[config.mk]
export PLATFORM = sky130hd
export DESIGN_NAME = serial_adder_ctrl_flat
export DESIGN_NICKNAME = d
export VERILOG_FILES = /design/src/rtl/serial_adder_ctrl_if.sv /design/src/rtl/serial_adder_ctrl.sv /design/src/flat_wrapper.sv
export SDC_FILE = /design/constraint.sdc
export NUM_CORES = 1
export LEC_CHECK = 0
export CAP_MARGIN = 10
export CORE_MARGIN = 2
export CORE_UTILIZATION = 40
export DETAILED_ROUTE_END_ITERATION = 7
export HOLD_SLACK_MARGIN = 0.05
export PLACE_DENSITY = 0.66
export SETUP_SLACK_MARGIN = 0.02
export SLEW_MARGIN = 10
export SYNTH_ARGS = -nofsm -noshare
export SYNTH_HDL_FRONTEND = slang
export SYNTH_SLANG_ARGS = --single-unit
[constraint.sdc]
create_clock -name clk -period 1.24 [get_ports clk]
set_input_delay 0.248 -clock clk [delete_from_list [all_inputs] [get_ports clk]]
set_output_delay 0.248 -clock clk [all_outputs]
set_load 0.05 [all_outputs]
[src/rtl/serial_adder_ctrl_if.sv]
// Handshake and data bundle between a requester and the serial adder controller.
//   start   : request, honoured only while the controller is idle
//   a_in    : operand A, captured on the accepting edge
//   b_in    : operand B, captured on the accepting edge
//   cin     : carry-in, captured on the accepting edge
//   busy    : addition in progress
//   done    : one-cycle pulse when sum/cout are freshly valid
//   sum     : registered result, (a_in + b_in + cin) mod 2^WIDTH
//   cout    : registered carry-out of the MSB
// The master modport is the requester side; the slave modport is the controller side.
interface serial_adder_ctrl_if #(
  parameter int unsigned WIDTH = 8
);
  logic             start;
  logic [WIDTH-1:0] a_in;
  logic [WIDTH-1:0] b_in;
  logic             cin;
  logic             busy;
  logic             done;
  logic [WIDTH-1:0] sum;
  logic             cout;

  modport master (
    output start,
    output a_in,
    output b_in,
    output cin,
    input  busy,
    input  done,
    input  sum,
    input  cout
  );

  modport slave (
    input  start,
    input  a_in,
    input  b_in,
    input  cin,
    output busy,
    output done,
    output sum,
    output cout
  );
endinterface

[src/rtl/serial_adder_ctrl.sv]
// Bit-serial WIDTH-bit adder controller built around a single combinational full-adder cell.
// Operands are shifted out LSB first, one bit per clock; each sum bit is shifted into a result
// register from the top, and the cell's carry-out is registered as the next bit's carry-in.
//   clk    : system clock, all state updates on the rising edge
//   rst    : synchronous, active-high reset; overrides every other input
//   bus_io : slave side of serial_adder_ctrl_if (start/a_in/b_in/cin in,
//            busy/done/sum/cout out)
// Timing: accepting edge E0, bit edges E1..E(WIDTH), done high in the cycle after E(WIDTH).
// sum/cout are only written on the last bit edge, so partial results never appear.
module serial_adder_ctrl #(
  parameter int unsigned WIDTH = 8
) (
  input  logic                clk,
  input  logic                rst,
  serial_adder_ctrl_if.slave  bus_io
);

  localparam int unsigned CntW = (WIDTH > 1) ? $clog2(WIDTH) : 1;
  localparam logic [CntW-1:0] CntLast = CntW'(WIDTH - 1);

  localparam logic [1:0] StIdle = 2'd0;
  localparam logic [1:0] StAdd  = 2'd1;
  localparam logic [1:0] StDone = 2'd2;

  logic [1:0]       state_q, state_d;
  logic [WIDTH-1:0] a_sh_q, a_sh_d;
  logic [WIDTH-1:0] b_sh_q, b_sh_d;
  logic [WIDTH-1:0] r_sh_q, r_sh_d;
  logic             carry_q, carry_d;
  logic [CntW-1:0]  cnt_q, cnt_d;
  logic [WIDTH-1:0] sum_q, sum_d;
  logic             cout_q, cout_d;

  // Full-adder cell
  logic             fa_a, fa_b, fa_ci;
  logic             fa_s, fa_co;
  logic [WIDTH-1:0] r_next;

  always_comb begin
    fa_a   = a_sh_q[0];
    fa_b   = b_sh_q[0];
    fa_ci  = carry_q;
    fa_s   = fa_a ^ fa_b ^ fa_ci;
    fa_co  = (fa_a & fa_b) | (fa_a & fa_ci) | (fa_b & fa_ci);
    r_next = {fa_s, r_sh_q[WIDTH-1:1]};
  end

  always_comb begin
    state_d = state_q;
    a_sh_d  = a_sh_q;
    b_sh_d  = b_sh_q;
    r_sh_d  = r_sh_q;
    carry_d = carry_q;
    cnt_d   = cnt_q;
    sum_d   = sum_q;
    cout_d  = cout_q;

    unique case (state_q)
      StIdle: begin
        if (bus_io.start) begin
          a_sh_d  = bus_io.a_in;
          b_sh_d  = bus_io.b_in;
          carry_d = bus_io.cin;
          cnt_d   = '0;
          state_d = StAdd;
        end
      end
      StAdd: begin
        r_sh_d  = r_next;
        a_sh_d  = {1'b0, a_sh_q[WIDTH-1:1]};
        b_sh_d  = {1'b0, b_sh_q[WIDTH-1:1]};
        carry_d = fa_co;
        if (cnt_q == CntLast) begin
          // Last bit: publish the whole result at once; cnt stays at WIDTH-1.
          sum_d   = r_next;
          cout_d  = fa_co;
          state_d = StDone;
        end else begin
          cnt_d = cnt_q + 1'b1;
        end
      end
      StDone: begin
        state_d = StIdle;
      end
      default: begin
        state_d = StIdle;
      end
    endcase
  end

  always_ff @(posedge clk) begin
    if (rst) begin
      state_q <= StIdle;
      a_sh_q  <= '0;
      b_sh_q  <= '0;
      r_sh_q  <= '0;
      carry_q <= 1'b0;
      cnt_q   <= '0;
      sum_q   <= '0;
      cout_q  <= 1'b0;
    end else begin
      state_q <= state_d;
      a_sh_q  <= a_sh_d;
      b_sh_q  <= b_sh_d;
      r_sh_q  <= r_sh_d;
      carry_q <= carry_d;
      cnt_q   <= cnt_d;
      sum_q   <= sum_d;
      cout_q  <= cout_d;
    end
  end

  assign bus_io.busy = (state_q == StAdd);
  assign bus_io.done = (state_q == StDone);
  assign bus_io.sum  = sum_q;
  assign bus_io.cout = cout_q;

endmodule
[src/flat_wrapper.sv]
// flat-port wrapper written by rule: the top's interface ports become plain ports
module serial_adder_ctrl_flat 
#(
  parameter int unsigned WIDTH = 8
)
  (clk, rst, bus_io_start, bus_io_a_in, bus_io_b_in, bus_io_cin, bus_io_busy, bus_io_done, bus_io_sum, bus_io_cout);
  serial_adder_ctrl_if #(.WIDTH(WIDTH)) bus_io_i ();
  input  logic clk;
  input  logic rst;
  input wire logic [$bits(bus_io_i.start)-1:0] bus_io_start;
  input wire logic [$bits(bus_io_i.a_in)-1:0] bus_io_a_in;
  input wire logic [$bits(bus_io_i.b_in)-1:0] bus_io_b_in;
  input wire logic [$bits(bus_io_i.cin)-1:0] bus_io_cin;
  output wire logic [$bits(bus_io_i.busy)-1:0] bus_io_busy;
  output wire logic [$bits(bus_io_i.done)-1:0] bus_io_done;
  output wire logic [$bits(bus_io_i.sum)-1:0] bus_io_sum;
  output wire logic [$bits(bus_io_i.cout)-1:0] bus_io_cout;
  assign bus_io_i.start = bus_io_start;
  assign bus_io_i.a_in = bus_io_a_in;
  assign bus_io_i.b_in = bus_io_b_in;
  assign bus_io_i.cin = bus_io_cin;
  assign bus_io_busy = bus_io_i.busy;
  assign bus_io_done = bus_io_i.done;
  assign bus_io_sum = bus_io_i.sum;
  assign bus_io_cout = bus_io_i.cout;
  serial_adder_ctrl #(.WIDTH(WIDTH)) u_core (.clk(clk), .rst(rst), .bus_io(bus_io_i));
endmodule
==> results.md, run 1 <==
- Crit share post-route: 1.04
- Type of destination of the critical path: primary output
- Cells along the critical path: buf_6 > nor2b_4 > buf_8
- Initial cell density of the core: 0.419
- ANT nets after route: 0
- CTS tree: yes
- Later-pin clock latency in the skew report: 0.28 ns
- Buf+Inv Stages, Crit Path: 2
- Hold-fix buffers, CTS: 0
- Worst max-slew margin expressed relative to the limit: 0.852
- Syn Area/Cell: 9.42 um2
- Global route total overflow: 0
- Total of flip-flops plus latches after synthesis: 38
- Class of the tightest hold or removal check: reg -> reg
- Synthesized-area fraction occupied by ao, oa, aoi and oai cells: 0.186
- Setup crit start kind: flop
- Placement Rows: 23
- Total die area: 4750 um2
- Fraction of the mapped netlist area in adder cells: 0.0267
- Via count of the first global-routing pass: 1,440
- Die Ht: 68.9 um
- Number of antenna violations at the first check in global routing: 0
- Clock Pin Slew Worst Setup and Hold Paths: 0.07 ns
- Gate family responsible for the most delay along the worst path: flip-flops
- Deepest level of the CTS H-tree: 2
- Setup tns final: -0.0621 ns
- Antenna cell count: 0
- Setup Skew: 0.00589 ns
- Violated checks: negative setup slack
- Share of final-layout standard cells stronger than drive strength 1: 0.293
- Leading cell types in the layout, fill and taps excluded: sky130_fd_sc_hd__dfxtp_1 (34), sky130_fd_sc_hd__nand2_1 (26), sky130_fd_sc_hd__a21oi_1 (19), sky130_fd_sc_hd__clkdlybuf4s50_1 (19)
- Finished layout cell area: 2460 um2
- RSZ-0062 raised after global routing: yes
- Reported leakage power: 0.000921 uW
- Largest driver fanout on the critical path: 4
- Count of vias placed by the detailed router: 1,452
- Cells after Synth: 179
- Pin count of the biggest net entering global routing: 39
- Required time at the endpoint of the critical path: 0.99 ns
- Worst IR drop on VDD: 0.544 mV
- GRT Resource Usage Total: 0.177
- Placeable core region: 4030 um2
- Total of endpoints with negative setup slack in the final report: 5
- Routed wire length: 3800 um
- Area added between synthesis and finish: 45.7%
- Min setup slack post-route: -0.0521 ns
- Clock root buffer master: sky130_fd_sc_hd__clkbuf_8
- Total power per unit cell area: 1050 nW/um2
- Timing-limited maximum frequency: 774 MHz
- Hold violation total from the final report: 0
- Syn_nets: 202
- Detailed Place HPWL: 2450 um
- Crit path DAT: 1.04 ns
- Number of slew-limit violations in the final report: 0
- Fraction of the core area covered by cells at the end of the flow: 0.610
- Number of DRC violations after detailed routing: 0
- Buffer levels on the longest clock path: 2
- Number of sinks handled by clock tree synthesis: 38
- Post-synth cell types: 27
- Global-route wire length before repair: 6200 um
- Num CTS Buffers: 5
- Final net count: 244
- Boundary pin count: 31
- Post-placement setup slack: -0.244 ns
- Detailed-route wire length per cell: 14.0 um
- Count of filler cells inserted in the layout: 343
- Share of synthesized cell area in and, or, nand and nor gates: 0.172
- Width of the chip: 68.9 um
- Main combinational cell family by area after synthesis: compound AO/OA/AOI/OAI gates
- Routed vias/inst: 5.34
- Most frequent standard cell in the layout excluding fill and tap cells: sky130_fd_sc_hd__dfxtp_1
- First DRT Iteration DRCs: 58
- Worst-path cell with the longest stage delay: sky130_fd_sc_hd__dfxtp_4
- Maximum cell stage delay along the critical path: 0.37 ns
- Yosys warning total: 0
- Max cap viols: 0
- Mux share of post-synthesis cell area: 0.0950
- Result of the run: finished with violations
- Post-synthesis instance area: 1690 um2
- Fraction of the yosys area taken by sequential cells: 0.451
- Drt first pass iters: 4
- Setup CP Type: reg -> out
- Min cycle time layout: 1.29 ns
- Xor and xnor area share after synthesis: 0
- Standard cell area after detailed placement: 2200 um2
- Worst Tran Pin Value: 0.216 ns
- Gpl congestion: 0.720
- Port Buffers: 30
final timing paths:
path | startpoint | to | slack [ns] | depth (start not counted)
worst min register to register | u_core.r_sh_q[1] | u_core.r_sh_q[1] | 0.46 | 2
worst min-delay path | u_core.r_sh_q[1] | u_core.r_sh_q[1] | 0.46 | 2
worst max register to register | u_core.cnt_q[1] | u_core.bus_io.sum[3] | 0 | 6
worst max-delay path | u_core.state_q[1] | bus_io_done | -0.05 | 3
metal layers:
layer | GRT usage | share of wire | up-vias
met5 | 0 | 0 | -
met4 | 0.0662 | 0.024 | 0
li1 | - | - | 713
met3 | 0.0487 | 0.049 | 12
met2 | 0.316 | 0.51 | 38
met1 | 0.200 | 0.42 | 689
stage by stage:
stage | hold WS (ns) | power, uW | cells
after floorplan | 0.421 | 1580 | 179
after global placement | 0.444 | 1710 | 256
after detailed placement | 0.448 | 1720 | 256
after CTS | 0.459 | 2590 | 270
after global routing | 0.495 | 2700 | 272
final | 0.457 | 2580 | 272
synthesized netlist by cell type:
master | n | share of area
sky130_fd_sc_hd__buf_4 | 1 | 0.0045
sky130_fd_sc_hd__fa_1 | 1 | 0.012
sky130_fd_sc_hd__ha_1 | 2 | 0.015
sky130_fd_sc_hd__o21bai_1 | 1 | 0.0045
sky130_fd_sc_hd__a211oi_2 | 12 | 0.089
sky130_fd_sc_hd__nor2b_1 | 1 | 0.0037
sky130_fd_sc_hd__clkbuf_1 | 3 | 0.0067
sky130_fd_sc_hd__mux2i_1 | 16 | 0.095
sky130_fd_sc_hd__buf_12 | 1 | 0.012
sky130_fd_sc_hd__dfxtp_1 | 38 | 0.45
sky130_fd_sc_hd__o21ai_1 | 2 | 0.0059
sky130_fd_sc_hd__nor2_1 | 18 | 0.040
sky130_fd_sc_hd__clkinv_2 | 1 | 0.0030
sky130_fd_sc_hd__buf_2 | 7 | 0.021
sky130_fd_sc_hd__a211oi_1 | 3 | 0.013
sky130_fd_sc_hd__a21oi_1 | 19 | 0.056
sky130_fd_sc_hd__nand2_1 | 26 | 0.058
sky130_fd_sc_hd__nand3b_2 | 1 | 0.0067
sky130_fd_sc_hd__nand4bb_1 | 2 | 0.013
sky130_fd_sc_hd__o21ba_2 | 1 | 0.0059
sky130_fd_sc_hd__nor3_1 | 1 | 0.0030
sky130_fd_sc_hd__nand2b_1 | 1 | 0.0037
sky130_fd_sc_hd__nor4b_1 | 1 | 0.0052
sky130_fd_sc_hd__a31oi_1 | 3 | 0.011
sky130_fd_sc_hd__nand3_1 | 13 | 0.039
sky130_fd_sc_hd__inv_1 | 1 | 0.0022
sky130_fd_sc_hd__buf_6 | 3 | 0.020
report_power, final:
part,internal (uW),switching (uW),total (uW)
combinational,219,191,410
clock,448,402,850
sequential,1280,40.2,1320
total,1940,634,2580
worst reg2reg max path: stages, from the launching register on:
cell	delay, ns
sky130_fd_sc_hd__dfxtp_2	0.37
sky130_fd_sc_hd__ha_4	0.15
sky130_fd_sc_hd__ha_4	0.19
sky130_fd_sc_hd__buf_6	0.13
sky130_fd_sc_hd__nand3b_2	0.14
sky130_fd_sc_hd__nand2_1	0.10
sky130_fd_sc_hd__a21oi_1	0.06
sequential cells by signal, summed over array words and instances (netlist names):
name / count
u_core.bus_io.sum: 8
u_core.carry_q: 1
u_core.r_sh_q: 7
u_core.cnt_q: 3
u_core.b_sh_q: 8
u_core.state_q: 2
u_core.a_sh_q: 8
u_core.bus_io.cout: 1
repair_timing:
item / 4_1_cts / 5_1_grt
cloned: 1 / 0
endpoints found under the hold margin: 0 / 0
pin swaps: 1 / 2
setup buffers: 5 / 2
endpoints found under the setup margin: 16 / 9
gates resized for setup: 15 / 11
layout make-up:
class	instances	area [um2]	area share
flip-flops and latches	38	771	0.314
well taps	50	62.6	0.0255
repair buffers	49	621	0.253
multi-input cells	125	900	0.366
clock inverters	1	5.00	0.00204
inverters	2	12.5	0.00509
clock buffers	7	86.3	0.0351
cell families (layout without fill, tap and decap cells):
kind of cell / Yosys count / count (layout)
multiplexers: 16 / 16
buffers and inverters: 17 / 59
AO/OA/AOI/OAI: 41 / 41
flip-flops: 38 / 38
AND/OR/NAND/NOR: 64 / 65
adder cells (fa/ha/maj): 3 / 3
Power figures use the tool's default switching activity.
==> inputs of run 2 (changes only) <==
--- a/config.mk
+++ b/config.mk
@@ -7,10 +7,10 @@
 export LEC_CHECK = 0
 export CAP_MARGIN = 10
 export CORE_MARGIN = 2
-export CORE_UTILIZATION = 40
+export CORE_UTILIZATION = 46
 export DETAILED_ROUTE_END_ITERATION = 7
 export HOLD_SLACK_MARGIN = 0.05
-export PLACE_DENSITY = 0.66
+export PLACE_DENSITY = 0.74
 export SETUP_SLACK_MARGIN = 0.02
 export SLEW_MARGIN = 10
 export SYNTH_ARGS = -nofsm -noshare
==> run 2 against run 1 <==
Against the previous run: the run still ends with negative setup slack left; flip-flop and latch count stayed put; wire length rose by 32%; combinational power increased by 23%; first-iteration DRC count grew 3.4%; setup slack worse by 0.085 ns; largest power group unchanged.
==> results.md, run 2 (synthesis gave the netlist of run 1 again) <==
- Result of the run: finished with violations
- Violated checks: negative setup slack
- Buffer levels on the longest clock path: 2
- Antenna cell count: 0
- Number of slew-limit violations in the final report: 0
- Num CTS Buffers: 5
- Hold-fix buffers, CTS: 0
- Sw Pwr: 693 uW
- Number of DRC violations after detailed routing: 0
- Crit path DAT: 1.65 ns
- Count of vias placed by the detailed router: 1,559
- Clock root buffer master: sky130_fd_sc_hd__clkbuf_4
- Maximum cell stage delay along the critical path: 0.36 ns
- Leading cell types in the layout, fill and taps excluded: sky130_fd_sc_hd__dfxtp_1 (33), sky130_fd_sc_hd__nand2_1 (26), sky130_fd_sc_hd__clkdlybuf4s50_1 (19)
- Portion of total power attributed to sequential cells: 0.548
- Crit share post-route: 1.11
- Placement Rows: 21
- Port Buffers: 30
- Setup tns final: -0.947 ns
- Worst IR drop on VDD: 0.691 mV
- Routed wire length: 5010 um
- Area added between synthesis and finish: 64.5%
- Clock Pin Slew Worst Setup and Hold Paths: 0.11 ns
- Later-pin clock latency in the skew report: 0.34 ns
- Number of sinks handled by clock tree synthesis: 38
- Total of endpoints with negative setup slack in the final report: 21
- Cells along the critical path: ha_4 > ha_4 > buf_12 > nor4b_4 > a31oi_1 > a21oi_1
- Detailed Place HPWL: 2360 um
- Switching power share of the total: 0.285
- Hold violation total from the final report: 0
- Total die area: 4170 um2
- Setup crit start kind: flop
- Most common cell on crit path: sky130_fd_sc_hd__ha_4
- Width of the chip: 64.6 um
- Timing-limited maximum frequency: 726 MHz
- Power share of the clock group: 0.245
- Detailed-route wire length per cell: 18.0 um
- Pin count of the biggest net entering global routing: 39
- First DRT Iteration DRCs: 60
- Global-route wire length before repair: 6430 um
- Post-placement setup slack: -0.235 ns
- Die Ht: 64.6 um
- Required time at the endpoint of the critical path: 1.51 ns
- Global route total overflow: 0
- Smallest hold slack: 0.492 ns
- Type of destination of the critical path: flop
- Reported leakage power: 0.00103 uW
- Total power per unit cell area: 878 nW/um2
- Class of the tightest hold or removal check: reg -> reg
- Buf+Inv Stages, Crit Path: 1
- Internal Dissipation: 1740 uW
- CTS tree: yes
- RSZ-0062 raised after global routing: yes
- Setup CP Type: reg -> reg
- Setup Skew: 0.0137 ns
- Placeable core region: 3420 um2
- Fraction of the core area covered by cells at the end of the flow: 0.812
- Routed vias/inst: 5.59
- Initial cell density of the core: 0.494
- Min cycle time layout: 1.38 ns
- Most frequent standard cell in the layout excluding fill and tap cells: sky130_fd_sc_hd__dfxtp_1
- Via count of the first global-routing pass: 1,435
- Logic pwr share: 0.207
- ANT nets after route: 0
- Worst Tran Pin Value: 0.247 ns
- Gpl congestion: 0.741
- Worst max-slew margin expressed relative to the limit: 0.835
- Largest driver fanout on the critical path: 5
- GRT Resource Usage Total: 0.199
- Share of final-layout standard cells stronger than drive strength 1: 0.502
- Drt first pass iters: 4
- Final total power: 2440 uW
- Deepest level of the CTS H-tree: 2
- Number of antenna violations at the first check in global routing: 0
- Min setup slack post-route: -0.137 ns
- Gate family responsible for the most delay along the worst path: flip-flops
- Worst-path cell with the longest stage delay: sky130_fd_sc_hd__dfxtp_2
- Final net count: 256
- Max cap viols: 0
- Boundary pin count: 31
==> run 2: repair_timing <==
action / 4_1_cts / 5_1_grt
buffers inserted: 5 / 9
pin swaps: 8 / 22
gates resized for setup: 20 / 67
endpoints found under the setup margin: 16 / 30
gates cloned: 1 / 3
==> run 2: worst register-to-register path, cell delays in order, from the launching register on <==
cell and delay, ns:
sky130_fd_sc_hd__dfxtp_2 0.36, sky130_fd_sc_hd__ha_4 0.16, sky130_fd_sc_hd__ha_4 0.16, sky130_fd_sc_hd__buf_12 0.13, sky130_fd_sc_hd__nor4b_4 0.23, sky130_fd_sc_hd__a31oi_1 0.10, sky130_fd_sc_hd__a21oi_1 0.16
==> run 2: cell type report <==
type                            instances  area [um2]
Multi-Input combinational cell        125        1110
Sequential cell                        38         772
Tap cell                               46        57.6
Timing Repair Buffer                   61         763
Clock buffer                            5        37.5
Fill cell                             188         642
Clock inverter                          2        10.0
Inverter                                2        25.0
==> run 2: final timing paths <==
path,start,endpoint,cells past startpoint,slack [ns]
max,u_core.cnt_q[1],u_core.cnt_q[0],6,-0.14
min,u_core.r_sh_q[4],u_core.bus_io.sum[3],2,0.49
max reg2reg,u_core.cnt_q[1],u_core.cnt_q[0],6,-0.14
min reg2reg,u_core.r_sh_q[4],u_core.bus_io.sum[3],2,0.49
==> run 2: power groups by stage <==
stage | clock [uW] | sequential [uW] | combinational, uW
after floorplan | 0 | 1330 | 248
after global placement | 0 | 1340 | 353
after detailed placement | 0 | 1340 | 368
after global routing | 667 | 1340 | 533
final | 597 | 1330 | 504
after CTS | 610 | 1310 | 413
==> run 2: per-stage QoR <==
step / cells / area, um2
after detailed placement: 254 / 2180
final: 279 / 2770
after global placement: 254 / 2180
after CTS: 267 / 2380
after global routing: 279 / 2770
after floorplan: 179 / 1720
==> run 2: metal layers <==
| metal | vias up | wire length (um) | GRT usage |
|---|---|---|---|
| met5 | - | 0 | 0 |
| met1 | 743 | 2030 | 0.228 |
| met3 | 16 | 278 | 0.0625 |
| met4 | 0 | 140 | 0.0665 |
| li1 | 735 | - | - |
| met2 | 65 | 2570 | 0.350 |
